`src/rtl/ghost_mode_ctrl.sv`:
```
// Frame-rate mode controller for the green ghost: frightened timer, collision
// check, and the registered blue/overg/over controls for the ghost motion stage.
module ghost_mode_ctrl #(
  parameter int BLUE_FRAMES    = 300,
  parameter int FLASH_FRAMES   = 90,
  parameter int RESPAWN_FRAMES = 60,
  parameter int HIT_DIST       = 8
) (
  input  logic        frame_clk,
  input  logic        Reset_n,
  input  logic [10:0] BallX,
  input  logic [10:0] BallY,
  input  logic [10:0] GhostX,
  input  logic [10:0] GhostY,
  input  logic        power_pellet,
  output logic        blue,
  output logic        blue_flash,
  output logic        overg,
  output logic        over,
  output logic [7:0]  eaten_count
);

  if (BLUE_FRAMES < 1 || BLUE_FRAMES > 511 ||
      RESPAWN_FRAMES < 1 || RESPAWN_FRAMES > 511) begin : g_bad_param
    $error("ghost_mode_ctrl: BLUE_FRAMES and RESPAWN_FRAMES must be in 1..511");
  end

  localparam logic [8:0]  BLUE_T  = 9'(BLUE_FRAMES);
  localparam logic [8:0]  RESP_T  = 9'(RESPAWN_FRAMES);
  localparam logic [9:0]  FLASH_T = 10'(FLASH_FRAMES);
  localparam logic [11:0] HIT_D   = 12'(HIT_DIST);

  typedef enum logic [1:0] {
    CHASE  = 2'd0,
    FRIGHT = 2'd1,
    EATEN  = 2'd2,
    CAUGHT = 2'd3
  } state_e;

  state_e      state_q, state_d;
  logic [8:0]  timer_q, timer_d;
  logic        overg_q, overg_d;
  logic        over_q, over_d;
  logic [7:0]  eaten_q, eaten_d;
  logic [10:0] dx, dy;
  logic        hit;

  // Compare first, then subtract the smaller operand, so no wrap can fake a hit.
  function automatic logic [10:0] abs_diff(input logic [10:0] a, input logic [10:0] b);
    if (a >= b) return a - b;
    else        return b - a;
  endfunction

  function automatic logic [7:0] sat_inc8(input logic [7:0] v);
    return (v == 8'hFF) ? v : v + 8'd1;
  endfunction

  assign dx  = abs_diff(BallX, GhostX);
  assign dy  = abs_diff(BallY, GhostY);
  assign hit = ({1'b0, dx} < HIT_D) && ({1'b0, dy} < HIT_D);

  always_comb begin
    state_d = state_q;
    timer_d = timer_q;
    overg_d = 1'b0;
    eaten_d = eaten_q;
    unique case (state_q)
      CHASE: begin
        if (hit) begin
          state_d = CAUGHT;
        end else if (power_pellet) begin
          state_d = FRIGHT;
          timer_d = BLUE_T;
        end
      end
      FRIGHT: begin
        if (hit) begin
          state_d = EATEN;
          timer_d = RESP_T;
          overg_d = 1'b1;
          eaten_d = sat_inc8(eaten_q);
        end else if (power_pellet) begin
          timer_d = BLUE_T;
        end else if (timer_q == 9'd1) begin
          state_d = CHASE;
          timer_d = 9'd0;
        end else begin
          timer_d = timer_q - 9'd1;
        end
      end
      EATEN: begin
        // Collisions and pellets are ignored while the ghost respawns.
        if (timer_q <= 9'd1) begin
          state_d = CHASE;
          timer_d = 9'd0;
        end else begin
          timer_d = timer_q - 9'd1;
        end
      end
      CAUGHT: begin
        state_d = CAUGHT;
      end
      default: begin
        state_d = CHASE;
        timer_d = 9'd0;
      end
    endcase
    over_d = (state_d == CAUGHT);
  end

  always_ff @(posedge frame_clk or negedge Reset_n) begin
    if (!Reset_n) begin
      state_q <= CHASE;
      timer_q <= 9'd0;
      overg_q <= 1'b0;
      over_q  <= 1'b0;
      eaten_q <= 8'd0;
    end else begin
      state_q <= state_d;
      timer_q <= timer_d;
      overg_q <= overg_d;
      over_q  <= over_d;
      eaten_q <= eaten_d;
    end
  end

  assign blue        = (state_q == FRIGHT);
  assign blue_flash  = blue && ({1'b0, timer_q} <= FLASH_T);
  assign overg       = overg_q;
  assign over        = over_q;
  assign eaten_count = eaten_q;

endmodule

```
`config.mk`:
```
export PLATFORM = sky130hd
export DESIGN_NAME = ghost_mode_ctrl
export DESIGN_NICKNAME = d
export VERILOG_FILES = /design/src/rtl/ghost_mode_ctrl.sv
export SDC_FILE = /design/constraint.sdc
export NUM_CORES = 1
export LEC_CHECK = 0
export CAP_MARGIN = 25
export CORE_MARGIN = 2
export CORE_UTILIZATION = 45
export CTS_BUF_LIST = sky130_fd_sc_hd__clkbuf_16
export DETAILED_ROUTE_END_ITERATION = 12
export GPL_ROUTABILITY_DRIVEN = 0
export GPL_TIMING_DRIVEN = 0
export PLACE_DENSITY = 0.69
export SETUP_SLACK_MARGIN = 0.05
export SLEW_MARGIN = 5
export SYNTH_ARGS = -nofsm -noshare
export SYNTH_HDL_FRONTEND = slang
export SYNTH_SLANG_ARGS = --single-unit
```
`constraint.sdc`:
```
create_clock -name frame_clk -period 8 [get_ports frame_clk]
set_input_delay 2.4 -clock frame_clk [delete_from_list [all_inputs] [get_ports frame_clk]]
set_output_delay 2.4 -clock frame_clk [all_outputs]
set_load 0.05 [all_outputs]
```
Yosys cells after proc, flatten, opt, wreduce, memory -nomap -nowiden:

Index checks and enable logic that the tools add are counted.

* add/subtract/negate cells: 6
* order comparisons: 6
* equality and inequality tests: 8
* muxes and demuxes: 18
* bitwise logic cells: 1
* reduce and logical (&&, ||, !) cells: 6

Operator list (number)
* 2-to-1 mux 9 bit: 6
* subtractor 11 bit: 4
* case mux 9 bit (3 select lines): 1
* greater-or-equal comparator 11 bit: 2
* < comparator 11 x 4 -> 1 bit (second input constant): 2
* 2-to-1 mux 11 bit: 2
* 2-to-1 mux 2 bit: 6
* equality test 9 x 1 -> 1 bit (second input constant): 1
* <= comparator 9 x 1 -> 1 bit (second input constant): 1
* <= comparator 9 x 7 -> 1 bit (second input constant): 1
* subtractor 9 x 1 -> 9 bit (second input constant): 1
* adder 8 x 1 -> 8 bit (second input constant): 1
* equality test 8 bit (second input constant): 1
* case mux 2 bit (4 select lines): 1
* equality test 2 bit (second input constant): 3
* AND reduction 3 bit: 2
* != test 2 bit (second input constant): 2
* nonzero test 3 bit: 1
* equality test 2 x 1 -> 1 bit (second input constant): 1
* logical AND 1 bit: 2
* zero test 2 bit: 1
* 2-to-1 mux 1 bit: 2
* inverter 1 bit: 1

* register bits after elaboration: 21
* input bits: 47
* output and inout bits: 12
* word-level logic and storage cells: 50

Logic depth before layout (Yosys ltp):

Gate-level depths: netlist of the first run.

* depth after elaboration: 7
* mapped depth: 13
* mapped depth without buffers: 11

Worst setup path after synthesis of the first run:

OpenSTA, ideal clock, no wires.

* path type: input -> register
* start: input BallX[3]
* end: register timer_q[8]
* arrival time: 5.093 ns
* setup slack: 2.783 ns
* stages: 12
* cells stage by stage: inv_1 ha_1 buf_6 and3_4 a211o_1 and3_4 or4_4 a2111oi_4 mux2_4 a21boi_4 o221ai_1 mux2_2

* word-level cells in the longest chain between the ends: 6
* elaborated cells between the ends (all ways): 10

RTL lines
* start: declaration: line 11 `input logic [10:0] BallX,`
* subtractor 11 bit, or another cell as far along: line 51 `else return b - a;`
* 2-to-1 mux 11 bit *: line 50 `if (a >= b) return a - b;`
* < comparator 11 x 4 -> 1 bit *: line 60 `assign hit = ({1'b0, dx} < HIT_D) && ({1'b0, dy} < HIT_D);`
* logical AND 1 bit *: line 60
* 2-to-1 mux 9 bit / != test 2 bit (equally long branches)
* case mux 9 bit (3 select lines) / AND reduction 3 bit (equally long branches)
* end signal: assignment: line 120 `timer_q <= timer_d;`
* end: declaration: line 41 `logic [8:0] timer_q, timer_d;`

Mark *: on every way between the ends. The rest lies on a longest branch, timed or not.
A chain may end at the register's enable or synchronous reset.

Worst setup path after layout of the first run:

* start: input BallX[4]
* end: register timer_q[8]

Same word-level chain as after synthesis.

==> flow_summary.toml, run 1 <==
[yosys]
synth_ff_type = "dfrtp_1"
avgSynthCellArea_um2 = 7.58
netlist_area_um2 = 3400
synth_edf_count = 0
ys_async_sr_fraction = 1.00
synth.net_count = 547
ys_ff_latch = 21
yosys_warnings = 0
synthCells = 448
seq_area_frac_synth = 0.155
ys_types = 69

[clocking]
hold_buffers = 0
cts_setup_buffers = 0
cts_resized = 0
clock-sinks = 21
cts-buffers-inserted = 3
path_clk_slew_ns = 0.06
tritoncts = "done"
clock_path_buffers = 2
htree_levels = 1
root_buffer = "clkbuf_16"
clock_latency_ns = 0.25

[drt]
num_vias = 3490
wire_per_inst_um = 13.3
routed_via_density = 5.72
totalWireLength_um = 8110
first_iter_violations = 143
drtPass1Iterations = 5
antenna_left = 0
drc = 0

[timing]
setup_violations = 0
rsz0062_at_grt = "false"
worst_slew_pin_slew_ns = 0.978
max_slew_margin = 0.339
min_period_ns = 5.88
whs_ns = 0.488
hold_violations = 0
skew_ns = 0.00301
tns_ns = 0
maxSlewViolCount = 0
min_period_over_period = 0.734
max_freq_mhz = 170

[power]
cellPowerDensity_nw_per_um2 = 165
p_leak_nw = 1.97
ir_worst_vdd_uv = 102

[min_path]
hp-class = "register to register"

[grt]
grt_max_degree = 22
antenna_found_initial = 0
grt_first_pass_wirelength_um = 13600
grt_pass1_vias = 3237
grt-ovfl-total = 0
track_usage = 0.192

[final_layout]
layout_common_cells = "inv_1, clkdlybuf4s50_1, ha_1"
diodes = 0
syn2layout_area_growth_pct = 23.5
fin_nets = 611
n_fill_cell = 701
layout_commonest_cell = "inv_1"
layout.core_utilization = 0.575
drive_above_1_share = 0.0548

[floorplanning]
die-width_um = 90.9
row_count = 31
start_util = 0.466
core_area_um2 = 7290
die-area_um2 = 8260
die_y_um = 90.9
num_io_pins = 59

[worst_setup_path]
crit_type = "input pin to register"
reg2reg_slack_ns = 4.81
worstSetupEndpointType = "register"
crit_path_start_kind = "input pin"
critical_path_required_ns = 8.14
arrival_ns = 6.02
worstPathMaxFanout = 10

[run]
max_cap_viol_count = 0

[placed_design]
io_buffers = 58
hpwl_um = 6510

[run_status]
status = "complete, no violations"
-- path summary, 6_finish.rpt --
path                                startpoint              to  cells after the start
worst min-delay path            eaten_count[4]  eaten_count[4]                      1
min in group asynchronous              Reset_n  eaten_count[7]                      1
max in group asynchronous              Reset_n      timer_q[8]                      2
worst max-delay path                  BallX[4]      timer_q[8]                     13
worst max register to register      timer_q[3]            over                      8
worst min register to register  eaten_count[4]  eaten_count[4]                      1
-- critical path, stage by stage --
cell and delay [ns]:
clkdlybuf4s50_1 0.48, inv_1 0.05, ha_1 0.35, buf_2 0.21
nand3_1 0.12, nand2_1 0.07, or3_1 0.35, a2111o_1 0.42
a2111oi_1 0.54, mux2_4 0.29, a21boi_4 0.30, o221ai_1 0.14
mux2_2 0.30
-- routing by layer --
metal  GRT usage  routed length, um
met1       0.239               3700
met2       0.343               3910
met3      0.0259                345
met4      0.0568                157
met5           0                  0
-- Yosys cell counts, types with 9 or more instances --
library cell   n  area share
ha_1          52        0.19
inv_1         65       0.072
a21oi_1       35       0.052
xnor2_1       11       0.028
and3_1         9       0.017
nand4_1        9       0.017
nand3_1       16       0.024
nand2_1       23       0.025
nor2_1        27       0.030
dfrtp_1       21        0.15
nor3_1        12       0.018
o21ai_0       28       0.041
-- state kept, by name, indices dropped and copies added, names as in the netlist --
| register | flops |
|---|---|
| eaten_count | 8 |
| timer_q | 9 |
| overg | 1 |
| state_q | 2 |
| over | 1 |
-- cell type report --
| class | count | area, um^2 | area share |
|---|---|---|---|
| plain buffers | 12 | 57.6 | 0.0137 |
| clock buffers | 3 | 75.1 | 0.0179 |
| clock inverters | 1 | 5.00 | 0.00119 |
| inverters | 65 | 244 | 0.0581 |
| multi-input cells | 350 | 2570 | 0.612 |
| flip-flops and latches | 21 | 526 | 0.125 |
| well taps | 99 | 124 | 0.0295 |
| repair buffers | 59 | 596 | 0.142 |
-- where the power goes --
group / total (mW) / internal, mW / switching [mW]
registers: 0.151 / 0.128 / 0.0224
clock network: 0.107 / 0.0672 / 0.0397
logic: 0.436 / 0.182 / 0.253
total: 0.693 / 0.378 / 0.315
-- stage by stage --
step                instances  power [mW]  setup WS (ns)  area (um^2)
floorplan                 448       0.463           2.78         3400
global placement          605       0.568           1.91         4100
detailed placement        605       0.576           1.89         4100
CTS                       609       0.688           2.15         4180
global route              610       0.749           1.90         4200
finish                    610       0.693           2.12         4200
-- cells by family after synthesis --
family | synth area share
multiplexers | 0.0265
AND/OR/NAND/NOR | 0.211
flip-flops | 0.155
adder cells (fa/ha/maj) | 0.192
AO/OA/AOI/OAI | 0.286
XOR/XNOR | 0.0413
buffers and inverters | 0.0888
Power figures use the tool's default switching activity.
==> run 2, diff against run 1 <==
clock period = 5.7 ns   (was 8 ns; I/O delays follow)
==> results of run 2 <==
The final DEF is identical to that of run 1. Status: complete, no violations.
Main changes from that run: setup slack after placement 1.89 ns -> 0.282 ns; setup slack after layout 2.12 ns -> 0.514 ns; register-to-register setup slack 4.81 ns -> 2.51 ns; total power 0.693 mW -> 0.973 mW; worst IR drop on VDD 102 uV -> 143 uV
